[config.mk]
export PLATFORM = sky130hd
export DESIGN_NAME = uart_tx_periph
export DESIGN_NICKNAME = d
export VERILOG_FILES = /design/src/rtl/uart_tx_periph.sv
export SDC_FILE = /design/constraint.sdc
export NUM_CORES = 1
export LEC_CHECK = 0
export BUFFER_PORTS_ARGS = -buffer_cell sky130_fd_sc_hd__buf_4
export CORE_MARGIN = 5
export CORE_UTILIZATION = 30
export CTS_CLUSTER_DIAMETER = 200
export DETAILED_ROUTE_END_ITERATION = 16
export SLEW_MARGIN = 5
export SYNTH_ARGS = -nofsm -noshare
export SYNTH_HDL_FRONTEND = slang
export SYNTH_SLANG_ARGS = --single-unit
[constraint.sdc]
create_clock -name PCLK -period 2.16 [get_ports PCLK]
set_input_delay 0.108 -clock PCLK [delete_from_list [all_inputs] [get_ports PCLK]]
set_output_delay 0.108 -clock PCLK [all_outputs]
set_load 0.02 [all_outputs]
[src/rtl/uart_tx_periph.sv]
// APB3 UART transmitter: CTRL/STATUS/TXDATA/BAUDDIV registers, a small TX FIFO
// and an 8N1 serialiser. One wait state per APB transfer.
module uart_tx_periph #(
    parameter int unsigned FIFO_DEPTH = 4,
    parameter logic [15:0] DIV_RESET  = 16'd867
) (
    input  logic        PCLK,
    input  logic        PRESET,
    input  logic [31:0] PADDR,
    input  logic [31:0] PWDATA,
    input  logic        PWRITE,
    input  logic        PENABLE,
    input  logic        PSEL,
    output logic [31:0] PRDATA,
    output logic        PREADY,
    output logic        tx
);

    localparam int unsigned PW = (FIFO_DEPTH > 1) ? $clog2(FIFO_DEPTH) : 1;
    localparam int unsigned CW = PW + 1;
    localparam logic [CW-1:0] DEPTH_C = CW'(FIFO_DEPTH);

    typedef enum logic [1:0] {
        S_IDLE,
        S_START,
        S_DATA,
        S_STOP
    } tx_state_e;

    tx_state_e     state_q, state_d;
    logic          tx_q, tx_d;
    logic [15:0]   cnt_q, cnt_d;
    logic [15:0]   div_q, div_d;
    logic [2:0]    bit_idx_q, bit_idx_d;
    logic [7:0]    shreg_q, shreg_d;

    logic          en_q, en_d;
    logic          ovf_q, ovf_d;
    logic [15:0]   bauddiv_q, bauddiv_d;

    logic [PW-1:0] wr_ptr_q, wr_ptr_d;
    logic [PW-1:0] rd_ptr_q, rd_ptr_d;
    logic [CW-1:0] count_q, count_d;
    logic [7:0]    fifo_mem [FIFO_DEPTH];

    logic          pready_q, pready_d;
    logic [31:0]   prdata_q, prdata_d;

    logic          access;
    logic          wr_fire;
    logic [1:0]    addr;
    logic          fifo_full;
    logic          fifo_empty;
    logic          busy;
    logic          start_frame;
    logic          push_req;
    logic          push_ok;

    logic          unused_ok;
    assign unused_ok = ^{PADDR[31:4], PADDR[1:0], PWDATA[31:16]};

    assign access      = PSEL & PENABLE;
    assign wr_fire     = access & pready_q & PWRITE;
    assign addr        = PADDR[3:2];
    assign fifo_full   = (count_q == DEPTH_C);
    assign fifo_empty  = (count_q == '0);
    assign busy        = (state_q != S_IDLE);
    assign start_frame = (state_q == S_IDLE) & en_q & ~fifo_empty;
    assign push_req    = wr_fire & (addr == 2'd2);
    // A full FIFO still accepts a push when the transmitter pops in the same cycle.
    assign push_ok     = push_req & (~fifo_full | start_frame);

    // APB response, register file and FIFO bookkeeping
    always_comb begin
        pready_d  = access & ~pready_q;
        prdata_d  = '0;
        en_d      = en_q;
        ovf_d     = ovf_q;
        bauddiv_d = bauddiv_q;
        wr_ptr_d  = wr_ptr_q;
        rd_ptr_d  = rd_ptr_q;
        count_d   = count_q;

        if (access & ~pready_q & ~PWRITE) begin
            case (addr)
                2'd0:    prdata_d = {31'd0, en_q};
                2'd1:    prdata_d = {28'd0, ovf_q, busy, fifo_empty, fifo_full};
                2'd3:    prdata_d = {16'd0, bauddiv_q};
                default: prdata_d = '0;
            endcase
        end

        if (wr_fire) begin
            case (addr)
                2'd0: en_d = PWDATA[0];
                2'd1: if (PWDATA[3]) ovf_d = 1'b0;
                2'd3: bauddiv_d = PWDATA[15:0];
                default: ;
            endcase
        end

        if (push_req & ~push_ok) begin
            ovf_d = 1'b1;
        end

        if (push_ok) begin
            wr_ptr_d = wr_ptr_q + PW'(1);
        end
        if (start_frame) begin
            rd_ptr_d = rd_ptr_q + PW'(1);
        end
        case ({push_ok, start_frame})
            2'b10:   count_d = count_q + CW'(1);
            2'b01:   count_d = count_q - CW'(1);
            default: count_d = count_q;
        endcase
    end

    // Transmitter: each bit holds for div_q+1 cycles via a down-counter
    always_comb begin
        state_d   = state_q;
        tx_d      = tx_q;
        cnt_d     = cnt_q;
        div_d     = div_q;
        bit_idx_d = bit_idx_q;
        shreg_d   = shreg_q;

        case (state_q)
            S_IDLE: begin
                tx_d = 1'b1;
                if (start_frame) begin
                    state_d   = S_START;
                    tx_d      = 1'b0;
                    shreg_d   = fifo_mem[rd_ptr_q];
                    div_d     = bauddiv_q;
                    cnt_d     = bauddiv_q;
                    bit_idx_d = '0;
                end
            end
            S_START: begin
                if (cnt_q == '0) begin
                    state_d   = S_DATA;
                    cnt_d     = div_q;
                    bit_idx_d = '0;
                    tx_d      = shreg_q[0];
                end else begin
                    cnt_d = cnt_q - 16'd1;
                end
            end
            S_DATA: begin
                if (cnt_q == '0) begin
                    cnt_d = div_q;
                    if (bit_idx_q == 3'd7) begin
                        state_d = S_STOP;
                        tx_d    = 1'b1;
                    end else begin
                        bit_idx_d = bit_idx_q + 3'd1;
                        tx_d      = shreg_q[bit_idx_q + 3'd1];
                    end
                end else begin
                    cnt_d = cnt_q - 16'd1;
                end
            end
            S_STOP: begin
                if (cnt_q == '0) begin
                    state_d   = S_IDLE;
                    tx_d      = 1'b1;
                    cnt_d     = '0;
                    bit_idx_d = '0;
                end else begin
                    cnt_d = cnt_q - 16'd1;
                end
            end
            default: begin
                state_d = S_IDLE;
                tx_d    = 1'b1;
            end
        endcase
    end

    always_ff @(posedge PCLK or negedge PRESET) begin
        if (!PRESET) begin
            state_q   <= S_IDLE;
            tx_q      <= 1'b1;
            cnt_q     <= '0;
            div_q     <= '0;
            bit_idx_q <= '0;
            shreg_q   <= '0;
            en_q      <= 1'b0;
            ovf_q     <= 1'b0;
            bauddiv_q <= DIV_RESET;
            wr_ptr_q  <= '0;
            rd_ptr_q  <= '0;
            count_q   <= '0;
            pready_q  <= 1'b0;
            prdata_q  <= '0;
        end else begin
            state_q   <= state_d;
            tx_q      <= tx_d;
            cnt_q     <= cnt_d;
            div_q     <= div_d;
            bit_idx_q <= bit_idx_d;
            shreg_q   <= shreg_d;
            en_q      <= en_d;
            ovf_q     <= ovf_d;
            bauddiv_q <= bauddiv_d;
            wr_ptr_q  <= wr_ptr_d;
            rd_ptr_q  <= rd_ptr_d;
            count_q   <= count_d;
            pready_q  <= pready_d;
            prdata_q  <= prdata_d;
        end
    end

    // Storage needs no reset: emptiness is tracked by count_q
    always_ff @(posedge PCLK) begin
        if (push_ok) begin
            fifo_mem[wr_ptr_q] <= PWDATA[7:0];
        end
    end

    assign PREADY = pready_q;
    assign PRDATA = prdata_q;
    assign tx     = tx_q;

endmodule

==> results of run 1 <==
-- cells in the final DEF (no fill, tap or decap), types with 4 or more instances in the layout --
master	Yosys	routed
a21oi_1	19	18
a221oi_1	5	4
a22oi_1	7	6
and2_1	18	18
buf_12	0	4
buf_4	18	77
buf_6	1	4
clkbuf_1	9	4
clkbuf_16	0	17
clkinv_2	0	5
conb_1	1	16
dfrtp_1	81	81
dfstp_2	7	7
dlygate4sd3_1	0	21
edfxtp_1	32	32
ha_1	13	12
inv_1	17	15
mux2_2	42	41
mux2i_1	7	7
mux4_2	10	10
nand2_1	17	17
nand3b_1	12	12
nor2_1	20	19
nor3_1	8	7
o21ai_0	22	21
xnor2_1	10	10
xor2_1	7	7
-- per-stage QoR --
| stage | instance area (um^2) | power [uW] |
|---|---|---|
| detailed placement | 6410 | 6270 |
| finish | 7280 | 9070 |
| CTS | 7220 | 9040 |
| global placement | 6410 | 6150 |
| global route | 7280 | 9660 |
| floorplan | 5680 | 5190 |
-- area by class of cell --
type | count | area (um^2) | area share (%)
clock buffer | 23 | 468 | 6.43
clock inverter | 9 | 76.3 | 1.05
inverter | 17 | 63.8 | 0.876
multi-input combinational | 280 | 2300 | 31.6
sequential | 120 | 3170 | 43.5
tap | 229 | 287 | 3.93
timing repair buffer | 106 | 913 | 12.5
-- path summary, 6_finish.rpt --
kind	start	endpoint	slack, ns	cells after the start
max in group asynchronous	PRESET	bauddiv_q[9]	1.17	3
setup reg to reg	cnt_q[9]	cnt_q[14]	-0.0005	6
hold reg to reg	tx	tx	0.50	2
setup / recovery	cnt_q[9]	cnt_q[14]	-0.0005	6
min in group asynchronous	PRESET	PRDATA[14]	0.21	2
hold / removal	PADDR[3]	PRDATA[2]	0.06	3
-- worst max-delay path, stage by stage (launching register included) --
cell and delay, ns:
dfrtp_1 0.38, or4_4 0.58, buf_6 0.14, or4_4 0.50, nor3_4 0.13, mux2i_1 0.23
o21ai_1 0.09
-- power groups by stage --
stage / Combinational, uW / Clock, uW / Sequential [uW]
2_1_floorplan: 2060 / 0 / 3140
3_3_place_gp: 2940 / 0 / 3220
3_5_place_dp: 3040 / 0 / 3240
4_1_cts: 3180 / 2650 / 3220
5_1_grt: 3620 / 2750 / 3290
6_report: 3270 / 2580 / 3210
-- metal layers --
| layer | part of all wire [%] | wire, um | track usage (%) | vias up |
|---|---|---|---|---|
| met5 | 0 | 0 | 0 | - |
| met4 | 1.4 | 170 | 4.66 | 0 |
| met3 | 3.4 | 424 | 2.82 | 12 |
| met2 | 50 | 6200 | 20.2 | 75 |
| met1 | 46 | 5710 | 15.6 | 1926 |
| li1 | - | - | - | 1763 |
-- timing repair --
item                                    in CTS  in global routing
hold buffers                                21                  0
buffers inserted                             2                  3
pin swaps                                    6                  2
gates cloned                                 0                  0
endpoints found under the setup margin      14                 54
endpoints found under the hold margin       88                  0
gates resized for setup                      9                  9
-- state kept, by name (all words and copies together) (netlist names) --
register / cells
bit_idx_q: 3
count_q: 3
state_q: 2
ovf_q: 1
PRDATA: 16
cnt_q: 16
div_q: 16
bauddiv_q: 16
rd_ptr_q: 2
tx: 1
fifo_mem: 32
wr_ptr_q: 2
shreg_q: 8
PREADY: 1
en_q: 1
-- logic make-up after synthesis --
family | after synthesis
flip-flops | 120
AND/OR/NAND/NOR | 103
AO/OA/AOI/OAI | 71
multiplexers | 59
buffers and inverters | 51
XOR/XNOR | 17
adder cells (fa/ha/maj) | 14
other | 1
-- cell usage after synthesis (12+ instances only) --
library cell	number
edfxtp_1	32
and2_1	18
o21ai_0	22
nand2_1	17
a21oi_1	19
nand3b_1	12
nor2_1	20
ha_1	13
inv_1	17
mux2_2	42
dfrtp_1	81
buf_4	18
==> impl_metrics.tcl, run 1 <==
set metrics [dict create \
    clockPowerShare_pct 28.5 \
    synth-xor-area-share_pct 2.67 \
    path_max_fanout 3 \
    async_reset_ff_share_pct 73.3 \
    min_period_over_period_pct 100 \
    dieArea_mm2 0.0214 \
    hold_viol 0 \
    grt_pass1_wl_mm 20.9 \
    synth.largest_area_cell "dfrtp_1" \
    cp.arrival_ns 2.46 \
    placed_cells 726 \
    rsz0062_at_grt "yes" \
    synth_fa_ha_area_share_pct 3.27 \
    place_ws_ns -0.0761 \
    tritoncts "built" \
    core_area_mm2 0.0181 \
    tightest_slew_ns 0.876 \
    whs_ns 0.0587 \
    clock_skew_ns 0.0104 \
    io_buffers 40 \
    drt_iter0_markers 223 \
    report.final.slew_viol_count 0 \
    cp-end-kind "register" \
    synth_warnings 0 \
    avgViaCountPerCell 4.82 \
    max_freq_mhz 463 \
    p_int_uw 6050 \
    synth.distinct_cells 54 \
    clk_path_buf_depth 2 \
    fin_util_pct 40.1 \
    postRouteAntennaNets 0 \
    combPwrFrac_pct 36.1 \
    cts-root-buf "clkbuf_16" \
    drive_gt1_share_pct 34.8 \
    grt_overflow 0 \
    fill_cells 1708 \
    synth_top_family_by_area "multiplexers" \
    globalplace.congestion 0.799 \
    grt_usage_pct 12.2 \
    synth_area_leaders "dfrtp_1 (36%), edfxtp_1 (17%), mux2_2 (8.5%)" \
    synth_seq_cells 120 \
    vias 3776 \
    synth_compound_area_share_pct 7.98 \
    synth_area_per_cell_um2 12.8 \
    hpwl_mm 8.70 \
    num_rows 49 \
    syn_inst 436 \
    routed_wl_mm 12.5 \
    n_antenna_cell 0 \
    wire_per_inst_um 15.9 \
    holdCritPathClass "input pin to register" \
    syn_area_mm2 0.00558 \
    cts_buffers 17 \
    htreeDepth 4 \
    antenna_found_initial 0 \
    grt_max_degree 41 \
    synth_ff_type "dfrtp_1" \
    drc 0 \
    clk_pin_slew_ns 0.06 \
    worstSkewPairLatency_ns 0.42 \
    firstDrtPassIters 6 \
    setup_violations 1 \
    muxShareOfSynthArea_pct 13.8 \
    violations "negative setup slack" \
    max_slew_margin_pct 41.6 \
    ir_drop_mv 0.683 \
    seq_area_frac_synth_pct 56.8 \
    area_growth_pct 30.4 \
    dieHeight_um 146 \
    p_switching_uw 3020 \
    critPathLaunchType "register" \
    boundaryPins 103 \
    layout_setup_ws_ns -0.000531 \
    synth_edf_count 32 \
    status "complete, but fails checks" \
    die_x_um 146 \
    path_class "register to register" \
    grt_pass1_vias 4038 \
    synth_top_area_share_pct 36.3 \
    synth_simple_gate_area_share_pct 10.6 \
    powerDensity_mw_per_mm2 1250 \
    num-nets-final 625 \
    instances_no_fill 784 \
    initial_core_util_pct 30.8 \
    cp.required_ns 2.46 \
    min_period_ns 2.16 \
    sw_frac_of_total_pct 33.3 \
    cts_sinks 120 \
    p_seq_share_pct 35.4 \
    leakage_uw 0.00319 \
    maxCapViolCount 0 \
    setup_tns_ns -0.000531 \
]
Power figures use the tool's default switching activity.
==> inputs of run 2 (changes only) <==
- BUFFER_PORTS_ARGS: -buffer_cell sky130_fd_sc_hd__buf_4 -> default
- CORE_UTILIZATION: 30 -> 57
- DONT_BUFFER_PORTS: default -> 1
- PLACE_DENSITY: default -> 0.75
- SLEW_MARGIN: 5 -> default
==> run 2 against run 1 <==
  * Global-route usage up 11 points
  * First-iteration DRC count up 8.1%
  * Combinational power about the same
  * The flow still finishes with violations (negative setup slack)
  * Largest power group unchanged
  * Highest routed layer unchanged
==> impl_metrics.tcl, run 2 (synthesis gave the netlist of run 1 again) <==
set metrics [dict create \
    p_total_uw 9280 \
    max_slew_margin_pct 47.1 \
    cp.required_ns 2.55 \
    multi_input_area_mm2 0.00230 \
    clock_skew_ns 0.00797 \
    largest_reg_flops 32 \
    postPlaceCellArea_mm2 0.00598 \
    regMostFlops "fifo_mem" \
    n_antenna_cell 0 \
    grt_usage_pct 23.6 \
    critPathLaunchType "register" \
    avgViaCountPerCell 5.88 \
    final_cell_mix "dfrtp_1 (81), buf_4 (42), mux2_2 (41), edfxtp_1 (32), dlygate4sd3_1 (23)" \
    grt_overflow 0 \
    worstSkewPairLatency_ns 0.52 \
    cts-root-buf "clkbuf_8" \
    io_buffers 0 \
    setup_violations 1 \
    report.final.slew_viol_count 0 \
    boundaryPins 103 \
    area_growth_pct 24.2 \
    leakage_uw 0.00302 \
    status "complete, but fails checks" \
    routed_wl_mm 12.9 \
    cts_sinks 120 \
    tightest_slew_ns 0.792 \
    drt_iter0_markers 241 \
    globalplace.congestion 0.853 \
    num_rows 36 \
    fin_area_mm2 0.00694 \
    firstDrtPassIters 6 \
    cp.arrival_ns 2.58 \
    fill_cells 564 \
    initial_core_util_pct 57.7 \
    ir_drop_mv 0.738 \
    min_period_over_period_pct 101 \
    core_area_mm2 0.00968 \
    wire_per_inst_um 19.9 \
    holdCritPathClass "input pin to register" \
    hold_viol 0 \
    clk_pin_slew_ns 0.06 \
    cp-end-kind "register" \
    grt_pass1_vias 4065 \
    place_ws_ns -0.0883 \
    postRouteAntennaNets 0 \
    drive_gt1_share_pct 30.8 \
    dieHeight_um 109 \
    max_freq_mhz 456 \
    cts_buffers 17 \
    violations "negative setup slack" \
    path_class "register to register" \
    htreeDepth 4 \
    drc 0 \
    grt_max_degree 89 \
    hpwl_mm 8.14 \
    grt_pass1_wl_mm 20.8 \
    seq_area_mm2 0.00317 \
    tritoncts "built" \
    rsz0062_at_grt "yes" \
    die_x_um 109 \
    path_max_fanout 5 \
    clk_path_buf_depth 2 \
    dieArea_mm2 0.0119 \
    final_common_cell "dfrtp_1" \
    whs_ns 0.0158 \
    antenna_found_initial 0 \
    num-nets-final 589 \
    powerDensity_mw_per_mm2 1340 \
    vias 3833 \
    maxCapViolCount 0 \
    min_period_ns 2.19 \
    layout_setup_ws_ns -0.0310 \
]
[run 2: area by class of cell]
class	count	share of cell area, %
Sequential cell	120	45.7
Timing Repair Buffer	70	9.29
Inverter	17	0.920
Clock buffer	17	5.97
Multi-Input combinational cell	280	33.2
Tap cell	133	2.40
Clock inverter	15	2.53
[run 2: what timing repair did]
action                     4_1_cts  5_1_grt
buffers inserted                 2        3
setup endpoints to repair       20       49
hold endpoints to repair       145        0
hold buffers                    24        0
resized for setup                7       10
gates cloned                     0        0
pin swaps                        1        4
[run 2: worst max-delay path, cell delays in order, from the launching register on]
cell     delay [ns]
dfrtp_1        0.38
or4_4          0.60
or3b_2         0.54
nor3_2         0.22
xnor2_1        0.19
o22ai_1        0.13
[run 2: per-layer routing]
metal	share of wire [%]	vias up	track usage (%)	wire, um
li1	-	1710	-	-
met5	0	-	0	0
met2	52	168	39.6	6750
met1	39	1925	29.0	5080
met4	2.3	0	10.2	296
met3	6.3	30	5.74	816
[run 2: final timing paths]
check	cells past startpoint	slack, ns	endpoint	from
setup reg to reg	5	-0.03	cnt_q[15]	cnt_q[2]
setup / recovery	5	-0.03	cnt_q[15]	cnt_q[2]
max in group asynchronous	2	1.66	tx	PRESET
hold reg to reg	1	0.50	div_q[9]	div_q[9]
hold / removal	3	0.02	en_q	PWRITE
min in group asynchronous	2	0.15	PRDATA[11]	PRESET
[run 2: stage by stage]
step	utilization, %	instances	setup TNS [ns]
floorplan	-	451	-0.0736
global placement	61.8	591	-0.143
detailed placement	61.8	591	-0.437
CTS	70.9	649	0
global route	71.6	652	-0.763
finish	71.6	652	-0.0310
[run 2: power by group]
part           total, uW  leakage [uW]  internal [uW]  switching, uW
sequential          3200       0.00142           2800            401
combinational       3290       0.00132           1520           1770
clock               2790      0.000282           1760           1040
total               9280       0.00302           6080           3200
==> inputs of run 3 (changes only) <==
- CORE_UTILIZATION: 57 -> 60
- PLACE_DENSITY: 0.75 -> 0.76
- SLEW_MARGIN: default -> 20
- clock period: 2.16 -> 2.6 ns (I/O delays scaled with it)
==> run 3 against run 2 <==
  * The flow now finishes without violations
  * Total power shrank 20%
  * Routed wire length increased by 1.7%
  * Sequential power fell by 13%
  * Non-clock buffer count down 34
  * Worst setup slack improved by 0.17 ns
  * Hold slack gained 0.031 ns
  * Clock-buffer cell count is the same
  * Maximum frequency down 11%
  * Clock skew up 0.0025 ns
  * Sequential share of layout area is 2.7 points higher
  * Design area shrank 5.5%
  * Utilization about the same
==> impl_metrics.tcl, run 3 (synthesis gave the netlist of run 1 again) <==
set metrics [dict create \
    status "completed" \
    leakage_uw 0.00283 \
    postRouteAntennaNets 0 \
    tritoncts "built" \
    grt_pass1_vias 4015 \
    cp-end-kind "register" \
    holdPathStages 3 \
    regMostFlops "fifo_mem" \
    grt_pass1_wl_mm 21.2 \
    htreeDepth 4 \
    drive_gt1_share_pct 24.5 \
    worstSkewPairLatency_ns 0.52 \
    hold_end "PRDATA[4]" \
    cts_sinks 120 \
    rsz0062_at_grt "no" \
    dieHeight_um 106 \
    initial_core_util_pct 61.0 \
    core_area_mm2 0.00915 \
    clock_skew_ns 0.0105 \
    path_max_fanout 15 \
    drt_iter0_markers 381 \
    io_buffers 0 \
    grt_max_degree 89 \
    reg2regPathDepth 9 \
    max_freq_mhz 406 \
    maxCapViolCount 0 \
    min_period_ns 2.46 \
    min_period_over_period_pct 94.8 \
    dieArea_mm2 0.0113 \
    largest_reg_flops 32 \
    globalplace.congestion 0.856 \
    rr_endpoint "cnt_q[15]" \
    cp.required_ns 3.02 \
    ir_drop_mv 0.631 \
    hpwl_mm 7.61 \
    cts_buffers 17 \
    setup_tns_ns 0 \
    final_common_cell "dfrtp_1" \
    r2r_start "cnt_q[0]" \
    hold_viol 0 \
    grt_overflow 0 \
    report.final.slew_viol_count 0 \
    wire_per_inst_um 22.1 \
    tightest_slew_ns 0.616 \
    cts-root-buf "clkbuf_8" \
    drc 0 \
    p_total_uw 7390 \
    vias 3767 \
    die_x_um 106 \
    clk_pin_slew_ns 0.06 \
    clk_path_buf_depth 2 \
    firstDrtPassIters 5 \
    antenna_found_initial 1 \
    final_cell_mix "dfrtp_1 (80), mux2_2 (42), edfxtp_1 (32), dlygate4sd3_1 (23), o21ai_0 (22)" \
    setup_violations 0 \
    critPathLaunchType "register" \
    hp-start "PADDR[3]" \
    avgViaCountPerCell 6.31 \
    post_cts_buffers 0 \
    cp.arrival_ns 2.88 \
    routed_wl_mm 13.2 \
    path_class "register to register" \
    max_slew_margin_pct 58.6 \
    r2r_setup_slack_ns 0.14 \
    boundaryPins 103 \
    area_growth_pct 17.4 \
    grt_usage_pct 24.6 \
    num-nets-final 555 \
    num_rows 35 \
    powerDensity_mw_per_mm2 1130 \
    holdCritPathClass "input pin to register" \
]
==> run 3: cell types whose count changed in the layout (fill, tap and decap cells not counted), sizes merged <==
cell and delta:
inv +1, buf -34, diode +1, clkinv +1, clkinvlp -2
==> run 3: worst max path at each step <==
stage          startpoint             end  slack, ns  depth (start not counted)
3_5_place_dp     cnt_q[0]      state_q[1]       0.12                          8
6_report         cnt_q[0]       cnt_q[15]       0.14                          9
3_3_place_gp     cnt_q[0]      state_q[1]       0.16                          8
5_1_grt          cnt_q[0]        cnt_q[0]       0.02                          9
2_1_floorplan  state_q[0]  fifo_mem[0][0]       0.23                          5
4_1_cts          cnt_q[0]      state_q[1]       0.08                          8
==> run 3: layout make-up <==
class | count | area (um^2)
diodes | 1 | 2.50
clock buffers | 17 | 414
clock inverters | 15 | 191
fillers | 545 | 2600
inverters | 17 | 63.8
multi-input cells | 280 | 2220
flip-flops and latches | 120 | 3170
well taps | 111 | 139
repair buffers | 36 | 348
==> run 3: report_power, final <==
part	internal [uW]	leakage [uW]	switching, uW
clock network	1480	0.000296	895
registers	2330	0.00141	463
logic	992	0.00112	1230
total	4800	0.00283	2590
==> run 3: timing repair <==
item	in CTS	in global routing
gates resized for setup	0	9
hold buffers	24	0
endpoints found under the hold margin	145	0
endpoints found under the setup margin	0	35
==> run 3: per-stage QoR <==
| stage | util [%] | worst slack (ns) | instances | instance area [um^2] | hold slack, ns |
|---|---|---|---|---|---|
| 2_1_floorplan | - | 0.228 | 451 | 5640 | -0.166 |
| 3_3_place_gp | 62.0 | 0.158 | 540 | 5670 | -0.161 |
| 3_5_place_dp | 62.0 | 0.124 | 540 | 5670 | -0.161 |
| 4_1_cts | 71.4 | 0.0781 | 596 | 6540 | 0.0384 |
| 5_1_grt | 71.6 | 0.0222 | 597 | 6550 | 0.0879 |
| 6_report | 71.6 | 0.135 | 597 | 6550 | 0.0472 |
==> run 3: worst max-delay path: stages, from the launching register on <==
cell     delay (ns)
dfrtp_2        0.45
inv_2          0.11
ha_1           0.15
or4b_2         0.62
nor4_4         0.15
buf_4          0.19
and2_0         0.13
buf_4          0.24
a21oi_1        0.13
o22ai_1        0.20
==> run 3: per-layer routing <==
| metal | part of all wire, % | global-route usage [%] | routed length [um] | vias to the layer above |
|---|---|---|---|---|
| li1 | - | - | - | 1630 |
| met1 | 39 | 31.0 | 5110 | 1921 |
| met2 | 52 | 41.3 | 6800 | 185 |
| met3 | 7.4 | 6.19 | 976 | 31 |
| met4 | 2.2 | 9.04 | 286 | 0 |
| met5 | 0 | 0 | 0 | - |
